[src/rtl/param_bus_datapath.sv]
// param_bus_datapath: parametrised single-bus datapath with register file, ALU and micro-step sequencer
module param_bus_datapath #(
    parameter int DATA_W   = 32,
    parameter int NUM_REGS = 16,
    parameter bit R0_ZERO  = 1'b1,
    localparam int AW = (NUM_REGS > 1) ? $clog2(NUM_REGS) : 1,
    localparam int SW = $clog2(DATA_W)
) (
    input  logic              clk,
    input  logic              clr,
    input  logic              start,
    input  logic [2:0]        op,
    input  logic [AW-1:0]     ra,
    input  logic [AW-1:0]     rb,
    input  logic [AW-1:0]     rc,
    output logic              busy,
    output logic              done,
    input  logic              wr_en,
    input  logic [AW-1:0]     wr_addr,
    input  logic [DATA_W-1:0] wr_data,
    input  logic [AW-1:0]     rd_addr,
    output logic [DATA_W-1:0] rd_data,
    output logic [DATA_W-1:0] bus_data,
    output logic [DATA_W-1:0] hi_data,
    output logic [DATA_W-1:0] lo_data
);
    typedef enum logic [2:0] {IDLE, T_Y, T_Z, T_WB, T_WB2} state_t;
    localparam logic [2:0] OP_MUL = 3'd7;

    state_t              state_q;
    logic [DATA_W-1:0]   rf_q [(1<<AW)];
    logic [DATA_W-1:0]   y_q, zhi_q, zlo_q, hi_q, lo_q;
    logic [2:0]          op_q;
    logic [AW-1:0]       ra_q, rb_q, rc_q;
    logic                done_q;
    logic [DATA_W-1:0]   bus;
    logic [2*DATA_W-1:0] alu;
    logic                we;
    logic [AW-1:0]       waddr;
    logic [DATA_W-1:0]   wdata;

    function automatic logic [DATA_W-1:0] rf_rd(input logic [AW-1:0] a);
        return (32'(a) >= NUM_REGS || (R0_ZERO && a == '0)) ? '0 : rf_q[a];
    endfunction

    // bus source follows the current micro-step; IDLE drives zero
    always_comb begin
        bus = state_q == T_Y   ? rf_rd(rb_q) :
              state_q == T_Z   ? rf_rd(rc_q) :
              state_q == T_WB  ? zlo_q :
              state_q == T_WB2 ? zhi_q : '0;
    end

    // ALU result is double width so MUL keeps its full product; other ops leave the high half zero
    always_comb begin
        alu = '0;
        case (op_q)
            3'd0: alu[DATA_W-1:0] = y_q + bus;
            3'd1: alu[DATA_W-1:0] = y_q - bus;
            3'd2: alu[DATA_W-1:0] = y_q & bus;
            3'd3: alu[DATA_W-1:0] = y_q | bus;
            3'd4: alu[DATA_W-1:0] = y_q ^ bus;
            3'd5: alu[DATA_W-1:0] = y_q << bus[SW-1:0];
            3'd6: alu[DATA_W-1:0] = y_q >> bus[SW-1:0];
            3'd7: alu = {{DATA_W{1'b0}}, y_q} * {{DATA_W{1'b0}}, bus};
            default: alu = '0;
        endcase
    end

    assign we       = (state_q == IDLE && wr_en) || (state_q == T_WB && op_q != OP_MUL);
    assign waddr    = state_q == IDLE ? wr_addr : ra_q;
    assign wdata    = state_q == IDLE ? wr_data : bus;
    assign rd_data  = rf_rd(rd_addr);
    assign bus_data = bus;
    assign hi_data  = hi_q;
    assign lo_data  = lo_q;
    assign busy     = state_q != IDLE;
    assign done     = done_q;

    // register file: external port writes only in IDLE, writeback only in T_WB; R0 and out-of-range slots never change
    always_ff @(posedge clk) begin
        if (clr) begin
            for (int i = 0; i < (1<<AW); i++) rf_q[i] <= '0;
        end else if (we && 32'(waddr) < NUM_REGS && !(R0_ZERO && waddr == '0)) begin
            rf_q[waddr] <= wdata;
        end
    end

    // sequencer: IDLE -> T_Y -> T_Z -> T_WB [-> T_WB2] -> IDLE, with done registered off the last writeback
    always_ff @(posedge clk) begin
        if (clr) begin
            state_q <= IDLE;
            done_q  <= 1'b0;
            y_q     <= '0;
            zhi_q   <= '0;
            zlo_q   <= '0;
            hi_q    <= '0;
            lo_q    <= '0;
            op_q    <= '0;
            ra_q    <= '0;
            rb_q    <= '0;
            rc_q    <= '0;
        end else begin
            done_q <= (state_q == T_WB && op_q != OP_MUL) || state_q == T_WB2;
            case (state_q)
                IDLE: if (start) begin
                    op_q    <= op;
                    ra_q    <= ra;
                    rb_q    <= rb;
                    rc_q    <= rc;
                    state_q <= T_Y;
                end
                T_Y: begin
                    y_q     <= bus;
                    state_q <= T_Z;
                end
                T_Z: begin
                    {zhi_q, zlo_q} <= alu;
                    state_q        <= T_WB;
                end
                T_WB: begin
                    if (op_q == OP_MUL) lo_q <= bus;
                    state_q <= op_q == OP_MUL ? T_WB2 : IDLE;
                end
                T_WB2: begin
                    hi_q    <= bus;
                    state_q <= IDLE;
                end
                default: state_q <= IDLE;
            endcase
        end
    end
endmodule
[config.mk]
export PLATFORM = sky130hd
export DESIGN_NAME = param_bus_datapath
export DESIGN_NICKNAME = d
export VERILOG_FILES = /design/src/rtl/param_bus_datapath.sv
export SDC_FILE = /design/constraint.sdc
export NUM_CORES = 2
export LEC_CHECK = 0
export BUFFER_PORTS_ARGS = -buffer_cell sky130_fd_sc_hd__buf_2
export CAP_MARGIN = 10
export CORE_MARGIN = 4
export CORE_UTILIZATION = 45
export DETAILED_ROUTE_END_ITERATION = 12
export SYNTH_ARGS = -nofsm -noshare
export SYNTH_HDL_FRONTEND = slang
export SYNTH_SLANG_ARGS = --single-unit
[constraint.sdc]
create_clock -name clk -period 18.9 [get_ports clk]
set_clock_uncertainty 0.1 [all_clocks]
set_input_delay 1.89 -clock clk [delete_from_list [all_inputs] [get_ports clk]]
set_output_delay 1.89 -clock clk [all_outputs]
set_load 0.01 [all_outputs]
* After elaboration in Yosys (flattened, before gate mapping)
Memory sizes are Yosys's and may differ from the RTL's. A register that Yosys moved wholly into a read port is not among the register bits.
Index checks and enable logic that the tools add are counted.
** Word-level totals
- Register bits after elaboration :: 179
- Memory bits (writable) :: 512
- Output and inout bits :: 130
- Memories kept :: 1
** Memory list
- rf_q :: words 16, bits a word 32, read ports 3, clocked after memory_dff 2, write ports 16, RTL line 31 : logic [DATA_W-1:0] rf_q [(1<<AW)];
** Operators by class
- Add/subtract/negate cells :: 2
- $mul :: 1
- Equal/unequal tests :: 13
- Shifts and indexed selects :: 2
- Muxes and demuxes :: 26
- Bitwise logic cells :: 3
- Reductions and logical operators :: 16
** Operators with widths (number)
- $mux W32 :: 10
- $pmux W32 S8 :: 1
- $mul A32 B32 Y64 :: 1
- $add A32 B32 Y32 :: 1
- $and A32 B32 Y32 :: 1
- $or A32 B32 Y32 :: 1
- $reduce_or A32 Y1 :: 1
- $shl A32 B5 Y32 :: 1
- $shr A32 B5 Y32 :: 1
- $sub A32 B32 Y32 :: 1
- $xor A32 B32 Y32 :: 1
- $mux W4 :: 6
- $logic_not A4 Y1 :: 4
- $eq A3 B3 Y1 const B :: 5
- $eq A3 B2 Y1 const B :: 4
- $pmux W3 S4 :: 1
- $eq A3 B1 Y1 const B :: 2
- $logic_not A3 Y1 :: 2
- $mux W1 :: 6
- $mux W3 :: 2
- $reduce_and A2 Y1 :: 2
- $logic_and A1 B1 Y1 :: 3
- $ne A3 B3 Y1 const B :: 1
- $reduce_bool A3 Y1 :: 1
- other kinds (3) :: 4

* Logic depth before layout (Yosys ltp)
- Depth after elaboration :: 10
- Depth in mapped cells :: 42

* Worst setup path before layout
Ideal clock, no wire load.
- Path kind :: reg-to-reg
- Start point :: reg (tool-made name)
- End point :: reg zhi_q[29]
- Arrival :: 10.133 ns
- Data required time :: 18.683 ns
- Path slack :: 8.550 ns
- Stages on the path, launching flop included :: 38
- Buffers on the path :: 8
- Clock period less this slack :: 10.350 ns
- Path through :: dfxtp_1 > buf_6 > buf_4 > buf_4 > buf_2 > mux4_2 > mux2i_1 > o211ai_1 > nand2_1 > clkbuf_1 > buf_1 > buf_1 > clkbuf_1 > nor2_1 > fa_1 > inv_1 > fa_1 > fa_1 > (+2 left out) > fa_1 > inv_1 > fa_1 > inv_1 > fa_1 > fa_1 > ha_1 > a211oi_1 > o21ai_0 > a21o_1 > a21o_1 > a2111o_1 > o21ai_1 > o31ai_1 > a221oi_1 > o41ai_1 > xnor2_1 > a22o_1
** RTL lines
- end signal, assigned :: RTL line 118 : {zhi_q, zlo_q} <= alu;
- end, declared :: RTL line 32 : logic [DATA_W-1:0] y_q, zhi_q, zlo_q, hi_q, lo_q;

==> flow_metrics.env <==
export IMPL_status="finished clean"
export IMPL_cp_top_family="adder cells"
export IMPL_tns_ns=0
export IMPL_postCtsSetupRepairBufs=0
export IMPL_grt_met1_usage_pct=46.7
export IMPL_cp_max_fo=37
export IMPL_die_area_um2=176000
export IMPL_final_cell_mix="nor2_1, inv_1, fa_1"
export IMPL_p_clk_share_pct=24.8
export IMPL_ys_seq_area_share_pct=25.1
export IMPL_clock_sinks=699
export IMPL_path_buf_inv=8
export IMPL_placed_area_um2=80100
export IMPL_hold_path_class="flop to flop"
export IMPL_powerDensity_nw_per_um2=77.6
export IMPL_gp_congestion=1.03
export IMPL_hold_violations=0
export IMPL_power_frac_seq_pct=27.8
export IMPL_hp_start="hi_data[21]$_SDFFE_PP0N_"
export IMPL_cts_tree="built"
export IMPL_internal_power_mw=3.60
export IMPL_htree_levels=3
export IMPL_wl_per_cell_um=34.1
export IMPL_period_share_pct=67.6
export IMPL_cts_resized=0
export IMPL_dp_hpwl_um=236000
export IMPL_slowest_stage="buf_4"
export IMPL_cts_max_path_buffers=3
export IMPL_drcViolationCount=0
export IMPL_worstSetupPathType="flop to flop"
export IMPL_start_kind="flop"
export IMPL_synth_seq_cells=699
export IMPL_synth_cell_types=88
export IMPL_viasPerCell=6.44
export IMPL_finalSetupViolations=0
export IMPL_die_w_um=420
export IMPL_start_util_pct=45.4
export IMPL_p_leak_nw=34.5
export IMPL_syn_cell_area_um2=76200
export IMPL_die_h_um=420
export IMPL_grt_busiest_layer="met2"
export IMPL_antenna_left=0
export IMPL_final_cells=9882
export IMPL_drv_cap=0
export IMPL_final_min_clock_period_ns=12.78
export IMPL_pwr_share_comb_pct=47.4
export IMPL_grt_max_degree=151
export IMPL_p_switching_mw=2.81
export IMPL_synth_edf_count=512
export IMPL_cpMostUsedCell="fa_1"
export IMPL_io_pins=189
export IMPL_path_clk_slew_ns=0.06
export IMPL_gr_total_overflow=0
export IMPL_grt_pass1_vias=65100
export IMPL_wl_um=337000
export IMPL_syn_to_final_growth_pct=8.52
export IMPL_grt_util_all_layers_pct=38.3
export IMPL_portBuffers=188
export IMPL_cts_buffers=75
export IMPL_max_slew_margin_pct=14.2
export IMPL_place_inst=9731
export IMPL_grt_pass1_wl_um=478000
export IMPL_worst_pin_slew_ns=1.28
export IMPL_switching_share_pct=43.9
export IMPL_drt_pass1_iter_count=7
export IMPL_postSynthAreaPerCell_um2=9.99
export IMPL_cp_required_ns=19.36
export IMPL_grt_setup_unrepaired="no"
export IMPL_grt_use_met3_pct=11.1
export IMPL_synth_flop_cell="edfxtp_1"
export IMPL_endpoint_kind="flop"
export IMPL_design_area_um2=82700
export IMPL_yosys_warnings=0
export IMPL_async_reset_ff_share_pct=0
export IMPL_worstPathArrival_ns=13.24
export IMPL_cpPeakStageDelay_ns=0.73
export IMPL_slew_violations=0
export IMPL_max_freq_mhz=78.3
export IMPL_hold_buffers=0
export IMPL_rows=150
export IMPL_root_buffer="clkbuf_16"
export IMPL_num_vias=63600
export IMPL_drt_iter0_drc=8513
export IMPL_grt_use_met2_pct=58.1
export IMPL_antenna_found_initial=22
export IMPL_clkLatencyLatePin_ns=0.71
export IMPL_netlist_instances=7629
export IMPL_vdd_drop_max_uv=81.9
export IMPL_core_area_um2=168000
export IMPL_layout_drive_gt1_share_pct=14.4
export IMPL_nets=8927
export IMPL_final_common_cell="nor2_1"
==> area by class of cell <==
cell class / instances / area (um2)
Antenna cell: 5 / 12.5
Clock buffer: 90 / 1970
Clock inverter: 49 / 577
Fill cell: 15500 / 85100
Inverter: 986 / 3700
Multi-Input combinational cell: 5398 / 51600
Sequential cell: 699 / 19100
Tap cell: 2204 / 2760
Timing Repair Buffer: 451 / 2970
==> per-layer routing <==
layer  part of all wire (%)  vias to the layer above
li1                       -                    25500
met5                  0.079                        -
met4                    9.1                       14
met2                     44                     4610
met3                     13                     1193
met1                     34                    32200
==> state kept, by name (all words and copies together), names as in the netlist, named ones only <==
name     count
zlo_q       32
y_q         32
ra_q         4
lo_data     32
rf_q       512
op_q         3
rc_q         4
state_q      3
done         1
rb_q         4
hi_data     32
zhi_q       32
==> through the flow <==
step / hold slack, ns / power [mW] / setup slack [ns] / util, %
floorplan: 0.320 / 3.61 / 8.55 / -
global placement: 0.339 / 4.71 / 6.41 / 47.7
detailed placement: 0.345 / 4.72 / 6.30 / 47.7
CTS: 0.354 / 6.31 / 6.24 / 49.3
global route: 0.370 / 6.65 / 5.62 / 49.3
finish: 0.354 / 6.42 / 6.12 / 49.3
==> worst reg2reg max path, delay by kind of cell, from the launching register on <==
kind / cells / cell delay (ns)
fa+ha+maj: 9 / 4.36
compound gates: 12 / 3.86
buf+inv: 8 / 2.50
flops: 1 / 0.72
mux: 1 / 0.62
simple gates: 2 / 0.32
xor+xnor: 1 / 0.15
==> cell families (layout without fill, tap and decap cells) <==
family / after synthesis / in the layout / synth area share, %
xor gates and xnor gates: 116 / 116 / 1.33
muxes: 600 / 600 / 14.5
adders and majority gates: 1257 / 1257 / 29.5
and+or+nand+nor: 2382 / 2382 / 12.8
other: 1 / 37 / 0.00492
AOI/OAI and AO/OA: 1011 / 1011 / 8.81
buffers and inverters: 1563 / 1576 / 7.97
DFF: 699 / 699 / 25.1
==> cell usage after synthesis, drive strengths merged, types with 161 or more instances <==
cell type	n	area [um2]
inv	968	3630
edfxtp	512	15400
o21ai	161	806
nand2	889	3340
ha	360	4500
mux2i	172	1720
dfxtp	187	3740
nor2	1174	4410
fa	897	18000
a21oi	309	1550
mux4	399	9020
clkbuf	425	1600
==> power by group through the flow <==
stage | sequential, mW | combinational (mW) | clock [mW]
after global routing | 1.79 | 3.21 | 1.65
after CTS | 1.78 | 2.94 | 1.59
after global placement | 1.81 | 2.91 | 0
final | 1.78 | 3.04 | 1.59
after floorplan | 1.78 | 1.83 | 0
after detailed placement | 1.81 | 2.90 | 0
==> path summary, 6_finish.rpt <==
check | slack (ns) | cells after the start | to
setup / recovery | 6.12 | 33 | zhi_q[29]$_SDFFE_PP0P_
hold / removal | 0.35 | 2 | hi_data[21]$_SDFFE_PP0N_
setup reg to reg | 6.12 | 33 | zhi_q[29]$_SDFFE_PP0P_
hold reg to reg | 0.35 | 2 | hi_data[21]$_SDFFE_PP0N_
Note: power is estimated with default switching activity, not from simulation.
